<file path="src/rtl/dpad2analog_if.sv">
// D-pad / analog-stick bus: registered-side inputs (enable, D-pad) and the
// converted analog axis outputs with their status flags.
interface dpad2analog_if;
  logic       enable;
  logic       dpad_up;
  logic       dpad_down;
  logic       dpad_left;
  logic       dpad_right;
  logic [7:0] joy_lx;
  logic [7:0] joy_ly;
  logic       changed;
  logic       settled;

  modport master (
    output enable, dpad_up, dpad_down, dpad_left, dpad_right,
    input  joy_lx, joy_ly, changed, settled
  );

  modport slave (
    input  enable, dpad_up, dpad_down, dpad_left, dpad_right,
    output joy_lx, joy_ly, changed, settled
  );
endinterface

</file>
<file path="src/rtl/dpad2analog.sv">
// D-pad to analog-stick converter: per-axis ramp toward a target on each prescaler tick.
// Optional macro DPAD2ANALOG_DIAG_SCALE_EN scales diagonal targets to ~0.707 magnitude.
//   state    | meaning
//   CENTERED | axis value equals target, target is CENTER
//   RAMPING  | axis value differs from its target
//   HELD     | axis value equals a non-CENTER target
module dpad2analog #(
  parameter logic [7:0]  CENTER   = 8'h80,
  parameter logic [7:0]  STEP     = 8'h10,
  parameter logic [15:0] TICK_DIV = 16'd4
) (
  input  logic         clk_sys,
  input  logic         reset_n,
  dpad2analog_if.slave bus
);

  typedef enum logic [1:0] {CENTERED, RAMPING, HELD} axis_state_e;

`ifdef DPAD2ANALOG_DIAG_SCALE_EN
  localparam logic [7:0] DIAG_HI = CENTER + 8'h5B;
  localparam logic [7:0] DIAG_LO = CENTER - 8'h5B;
`endif

  logic        en_q, up_q, dn_q, lf_q, rt_q;
  logic [15:0] presc_q, presc_d;
  logic [7:0]  lx_q, lx_d, ly_q, ly_d;
  logic        changed_q, changed_d;
  axis_state_e st_x_q, st_x_d, st_y_q, st_y_d;
  logic        tick;
  logic [7:0]  tgt_x, tgt_y, tgt_x_nx, tgt_y_nx;

  function automatic logic [7:0] axis_target(input logic en, input logic neg, input logic pos);
    logic [7:0] t;
    t = CENTER;
    if (en && pos && !neg)      t = 8'hFF;
    else if (en && neg && !pos) t = 8'h00;
    return t;
  endfunction

  // 9-bit compare so value+STEP / value-STEP never wraps past the target
  function automatic logic [7:0] axis_step(input logic [7:0] v, input logic [7:0] t);
    logic [8:0] v9, t9, s9;
    logic [7:0] r;
    v9 = {1'b0, v};
    t9 = {1'b0, t};
    s9 = {1'b0, STEP};
    r  = v;
    if (v9 < t9)      r = (v9 + s9 >= t9) ? t : 8'(v9 + s9);
    else if (v9 > t9) r = (v9 >= t9 + s9) ? 8'(v9 - s9) : t;
    return r;
  endfunction

  function automatic axis_state_e axis_next(input logic [7:0] v, input logic [7:0] t);
    axis_state_e s;
    s = RAMPING;
    if (v == t) s = (t == CENTER) ? CENTERED : HELD;
    return s;
  endfunction

  // Current targets come from the registered inputs; next targets from the
  // inputs about to be registered, so the state register tracks value vs target.
  always_comb begin
    tgt_x    = axis_target(en_q, lf_q, rt_q);
    tgt_y    = axis_target(en_q, up_q, dn_q);
    tgt_x_nx = axis_target(bus.enable, bus.dpad_left, bus.dpad_right);
    tgt_y_nx = axis_target(bus.enable, bus.dpad_up, bus.dpad_down);
`ifdef DPAD2ANALOG_DIAG_SCALE_EN
    if (tgt_x != CENTER && tgt_y != CENTER) begin
      tgt_x = (tgt_x == 8'hFF) ? DIAG_HI : DIAG_LO;
      tgt_y = (tgt_y == 8'hFF) ? DIAG_HI : DIAG_LO;
    end
    if (tgt_x_nx != CENTER && tgt_y_nx != CENTER) begin
      tgt_x_nx = (tgt_x_nx == 8'hFF) ? DIAG_HI : DIAG_LO;
      tgt_y_nx = (tgt_y_nx == 8'hFF) ? DIAG_HI : DIAG_LO;
    end
`endif
  end

  always_comb begin
    tick      = (presc_q == TICK_DIV - 16'd1);
    presc_d   = tick ? 16'd0 : 16'(presc_q + 16'd1);
    lx_d      = lx_q;
    ly_d      = ly_q;
    if (tick) begin
      lx_d = axis_step(lx_q, tgt_x);
      ly_d = axis_step(ly_q, tgt_y);
    end
    changed_d = (lx_d != lx_q) || (ly_d != ly_q);
    st_x_d    = axis_next(lx_d, tgt_x_nx);
    st_y_d    = axis_next(ly_d, tgt_y_nx);
  end

  always_ff @(posedge clk_sys) begin
    if (!reset_n) begin
      en_q      <= 1'b0;
      up_q      <= 1'b0;
      dn_q      <= 1'b0;
      lf_q      <= 1'b0;
      rt_q      <= 1'b0;
      presc_q   <= 16'd0;
      lx_q      <= CENTER;
      ly_q      <= CENTER;
      changed_q <= 1'b0;
      st_x_q    <= CENTERED;
      st_y_q    <= CENTERED;
    end else begin
      en_q      <= bus.enable;
      up_q      <= bus.dpad_up;
      dn_q      <= bus.dpad_down;
      lf_q      <= bus.dpad_left;
      rt_q      <= bus.dpad_right;
      presc_q   <= presc_d;
      lx_q      <= lx_d;
      ly_q      <= ly_d;
      changed_q <= changed_d;
      st_x_q    <= st_x_d;
      st_y_q    <= st_y_d;
    end
  end

  assign bus.joy_lx  = lx_q;
  assign bus.joy_ly  = ly_q;
  assign bus.changed = changed_q;
  assign bus.settled = (st_x_q != RAMPING) && (st_y_q != RAMPING);

endmodule

</file>
<file path="src/flat_wrapper.sv">
// flat-port wrapper written by rule: the top's interface ports become plain ports
module dpad2analog_flat 
#(
  parameter logic [7:0]  CENTER   = 8'h80,
  parameter logic [7:0]  STEP     = 8'h10,
  parameter logic [15:0] TICK_DIV = 16'd4
)
  (clk_sys, reset_n, bus_enable, bus_dpad_up, bus_dpad_down, bus_dpad_left, bus_dpad_right, bus_joy_lx, bus_joy_ly, bus_changed, bus_settled);
  dpad2analog_if bus_i ();
  input  logic clk_sys;
  input  logic reset_n;
  input wire logic [$bits(bus_i.enable)-1:0] bus_enable;
  input wire logic [$bits(bus_i.dpad_up)-1:0] bus_dpad_up;
  input wire logic [$bits(bus_i.dpad_down)-1:0] bus_dpad_down;
  input wire logic [$bits(bus_i.dpad_left)-1:0] bus_dpad_left;
  input wire logic [$bits(bus_i.dpad_right)-1:0] bus_dpad_right;
  output wire logic [$bits(bus_i.joy_lx)-1:0] bus_joy_lx;
  output wire logic [$bits(bus_i.joy_ly)-1:0] bus_joy_ly;
  output wire logic [$bits(bus_i.changed)-1:0] bus_changed;
  output wire logic [$bits(bus_i.settled)-1:0] bus_settled;
  assign bus_i.enable = bus_enable;
  assign bus_i.dpad_up = bus_dpad_up;
  assign bus_i.dpad_down = bus_dpad_down;
  assign bus_i.dpad_left = bus_dpad_left;
  assign bus_i.dpad_right = bus_dpad_right;
  assign bus_joy_lx = bus_i.joy_lx;
  assign bus_joy_ly = bus_i.joy_ly;
  assign bus_changed = bus_i.changed;
  assign bus_settled = bus_i.settled;
  dpad2analog #(.CENTER(CENTER), .STEP(STEP), .TICK_DIV(TICK_DIV)) u_core (.clk_sys(clk_sys), .reset_n(reset_n), .bus(bus_i));
endmodule
</file>
<file path="config.mk">
export PLATFORM = sky130hd
export DESIGN_NAME = dpad2analog_flat
export DESIGN_NICKNAME = d
export VERILOG_FILES = /design/src/rtl/dpad2analog_if.sv /design/src/rtl/dpad2analog.sv /design/src/flat_wrapper.sv
export SDC_FILE = /design/constraint.sdc
export NUM_CORES = 1
export LEC_CHECK = 0
export ABC_AREA = 1
export BUFFER_PORTS_ARGS = -buffer_cell sky130_fd_sc_hd__buf_2
export CAP_MARGIN = 20
export CELL_PAD_IN_SITES_DETAIL_PLACEMENT = 1
export CELL_PAD_IN_SITES_GLOBAL_PLACEMENT = 1
export CORE_MARGIN = 5
export CORE_UTILIZATION = 43
export CTS_CLUSTER_DIAMETER = 100
export DETAILED_ROUTE_END_ITERATION = 8
export GPL_TIMING_DRIVEN = 1
export PLACE_DENSITY = 0.87
export SLEW_MARGIN = 20
export SYNTH_ARGS = -nofsm -noshare
export SYNTH_HDL_FRONTEND = slang
export SYNTH_SLANG_ARGS = --single-unit
</file>
<file path="constraint.sdc">
create_clock -name clk_sys -period 3 [get_ports clk_sys]
set_input_delay 0.45 -clock clk_sys [delete_from_list [all_inputs] [get_ports clk_sys]]
set_output_delay 0.45 -clock clk_sys [all_outputs]
set_load 0.05 [all_outputs]
</file>
==> flow_summary.toml <==
[timing]
finalHoldViolCount = 0
setup_slack_ps = -234
tightest_slew_ps = 654
rsz0062_at_grt = "true"
drv_slew = 0
period_needed_ps = 3230
tns_ps = -815
slew_headroom = 0.564
max_freq_mhz = 309
setup_violations = 5
period_share = 1.08
finClkSkew_ps = 21.4

[finish]
syn_to_final_growth_pct = 33.0
antenna_cells = 0
nFillCells = 1250
utilization = 0.590
drive_gt1_frac = 0.308
multi_input_area_um2 = 3290
nets = 796
ff_latch_area_um2 = 871
fin_cells = 894

[floorplanning]
io_pins = 25
rows = 35
fp.dieW_um = 108
die_h_um = 108
core_area_um2 = 9280
die_area_um2 = 11600
initial_core_util = 0.444

[logic_synthesis]
synth-edff-count = 0
synthMuxAreaShare = 0
synth_area_um2 = 4120
ys_ff_latch = 42
ys_seq_area_frac = 0.204
synth_area_leaders = "dfxtp_1 (20%), nand2_1 (17%), inv_1 (8.7%)"
synth.distinct_cells = 44
synth_most_common_cell = "nand2_1"
async_flop_share = 0
synthFlopType = "dfxtp_1"
syn_avg_cell_area_um2 = 6.03
yosys.area.top_type = "dfxtp_1"
synthAdderAreaFrac = 0.0759
yosys.area_share.simple = 0.502
synth_top_family_by_area = "simple AND/OR/NAND/NOR gates"
synth_xor_area_frac = 0.0191
netlist_top_cells_count = "nand2_1 (191), inv_1 (95), nor2_1 (75), nand3_1 (67), dfxtp_1 (42)"
synth_compound_area_frac = 0.0890
syn_inst = 683
synth_top_area_frac = 0.204
syn_nets = 715
synth_warnings = 0

[global_routing]
antenna_found_initial = 0
track_usage = 0.276
grt_pass1_vias = 5103
gr-total-overflow = 0
grt_max_degree = 18
grt_pass1_wl_um = 25800

[worst_setup_path]
worstPathMaxFanout = 9
end_kind = "flop"
path_delay_family = "simple AND/OR/NAND/NOR gates"
slowest_delay_ps = 420
crit_chain = "inv_4 > nor3_2 > buf_4 > buf_4 > ha_4 > nand2_1 > inv_1 > nand4_1 > nor2_2 > nor2_4 > nand3_4 > nand2_4 > nand2_1 > nand2_1 > nand2_2 > o21ai_4 > nand2_1 > nor2_1 > nand3_1 > nand2_2 > nand2_2 > nor2_2"
cp.required_ps = 3240
startpoint_type = "flop"
cpMostUsedCell = "nand2_1"
cp_num_buf_inv = 4
crit_slowest_cell = "dfxtp_4"
arrival_ps = 3480
critPathKind = "flop to flop"

[worst_hold_path]
min_path_type = "input port to flop"

[detailed_routing]
antenna_left = 0
drc = 0
wl_per_cell_um = 23.8
drtIter0Drc = 508
first_pass_iters = 5
drt_wl_total_um = 21300
num_vias = 5579
viasPerCell = 6.24

[clock_network]
postCtsHoldBufs = 0
clock-root-buffer = "clkbuf_8"
clock_path_buffers = 2
clkTransAtPathRegs_ps = 80
cts_tree = "done"
worstSkewPairLatency_ps = 320
htree_levels = 2
cts.sinks = 42
cts_buffers = 5

[placed_design]
portBuffers = 24
dp.cells = 857
post-dp-hpwl_um = 12000
place_congestion = 0.980

[status]
status = "finished with violations"
violations = "setup timing"

[power_and_ir_drop]
power_mw = 2.71
total_leakage_power_nw = 2.66
peakVddDrop_uv = 368
pwr_density_cell_nw_per_um2 = 494

[flow_run]
max_cap_violations = 0
-- path summary, 6_finish.rpt --
| kind | slack [ps] | to | cells past startpoint | from |
|---|---|---|---|---|
| worst max-delay path | -230 | u_core.st_x_q[1] | 22 | u_core.en_q |
| worst min-delay path | 360 | u_core.up_q | 3 | bus_dpad_up |
| worst max register to register | -230 | u_core.st_x_q[1] | 22 | u_core.en_q |
| worst min register to register | 480 | u_core.presc_q[0] | 1 | u_core.presc_q[0] |
-- area by class of cell --
cell class | instances | share of cell area
clock inverters | 3 | 0.0126
repair buffers | 87 | 0.116
well taps | 129 | 0.0294
clock buffers | 5 | 0.0126
inverters | 101 | 0.0708
multi-input cells | 527 | 0.600
flip-flops and latches | 42 | 0.159
-- repair_timing --
item                       4_1_cts  5_1_grt
pin swaps                       11       43
setup endpoints to repair        5        6
gates resized for setup         24      104
buffers inserted                 5       26
-- report_power, final --
part / switching [mW] / internal [mW] / leakage [nW]
Clock: 0.247 / 0.334 / 0.0683
Combinational: 0.987 / 0.500 / 2.24
Sequential: 0.0477 / 0.591 / 0.347
Total: 1.28 / 1.43 / 2.66
-- per-layer routing --
metal  part of all wire  global-route usage  vias up
li1                   -                   -     2379
met1               0.38               0.343     2727
met2               0.46               0.480      362
met3              0.093              0.0420      111
met4              0.059              0.0965        0
met5                  0                   0        -
-- tightest hold or removal path, stage by stage --
cell,delay [ps]
buf_2,90
nand2_1,50
inv_1,50
-- cell families after synthesis --
family / count (synthesis)
AOI/OAI and AO/OA: 59
DFF: 42
and+or+nand+nor: 434
adders and majority gates: 25
xor gates and xnor gates: 9
buffers and inverters: 114
-- state kept, by name, indices dropped and copies added, names as in the netlist --
signal              cells
u_core.presc_q         16
u_core.bus.joy_lx       8
u_core.bus.joy_ly       8
u_core.st_x_q           2
u_core.st_y_q           2
u_core.bus.changed      1
u_core.dn_q             1
u_core.en_q             1
u_core.lf_q             1
u_core.rt_q             1
u_core.up_q             1
-- cells in the final DEF, fill, tap and decap left out, types with 3 or more instances in the layout --
cell,n
dfxtp_1,32
o21ai_2,9
o211ai_1,3
nand2_1,172
dfxtp_4,7
nor2_2,18
nand3_2,7
nand3_4,9
nand2_2,29
clkbuf_8,5
nor3b_1,4
a21oi_2,7
inv_2,8
xor2_1,6
o21ai_1,3
nor3_4,3
o21ai_0,5
ha_4,9
nand3_1,59
nor4_1,9
nand2_4,6
a21oi_1,19
inv_1,88
buf_2,24
nand4_1,24
ha_1,16
nor2_4,8
buf_6,3
buf_4,57
nor2_1,59
dfxtp_2,3
nor3_1,18
-- through the flow --
step                      hold WS (ps)  instance area [um2]  setup WS (ps)
after global routing               377                 5480           -331
after detailed placement           469                 4580           -152
after floorplan                    430                 4120           32.8
final                              359                 5480           -234
after CTS                          347                 4830           2.09
after global placement             442                 4580          -20.6
Note: power is estimated with default switching activity, not from simulation.
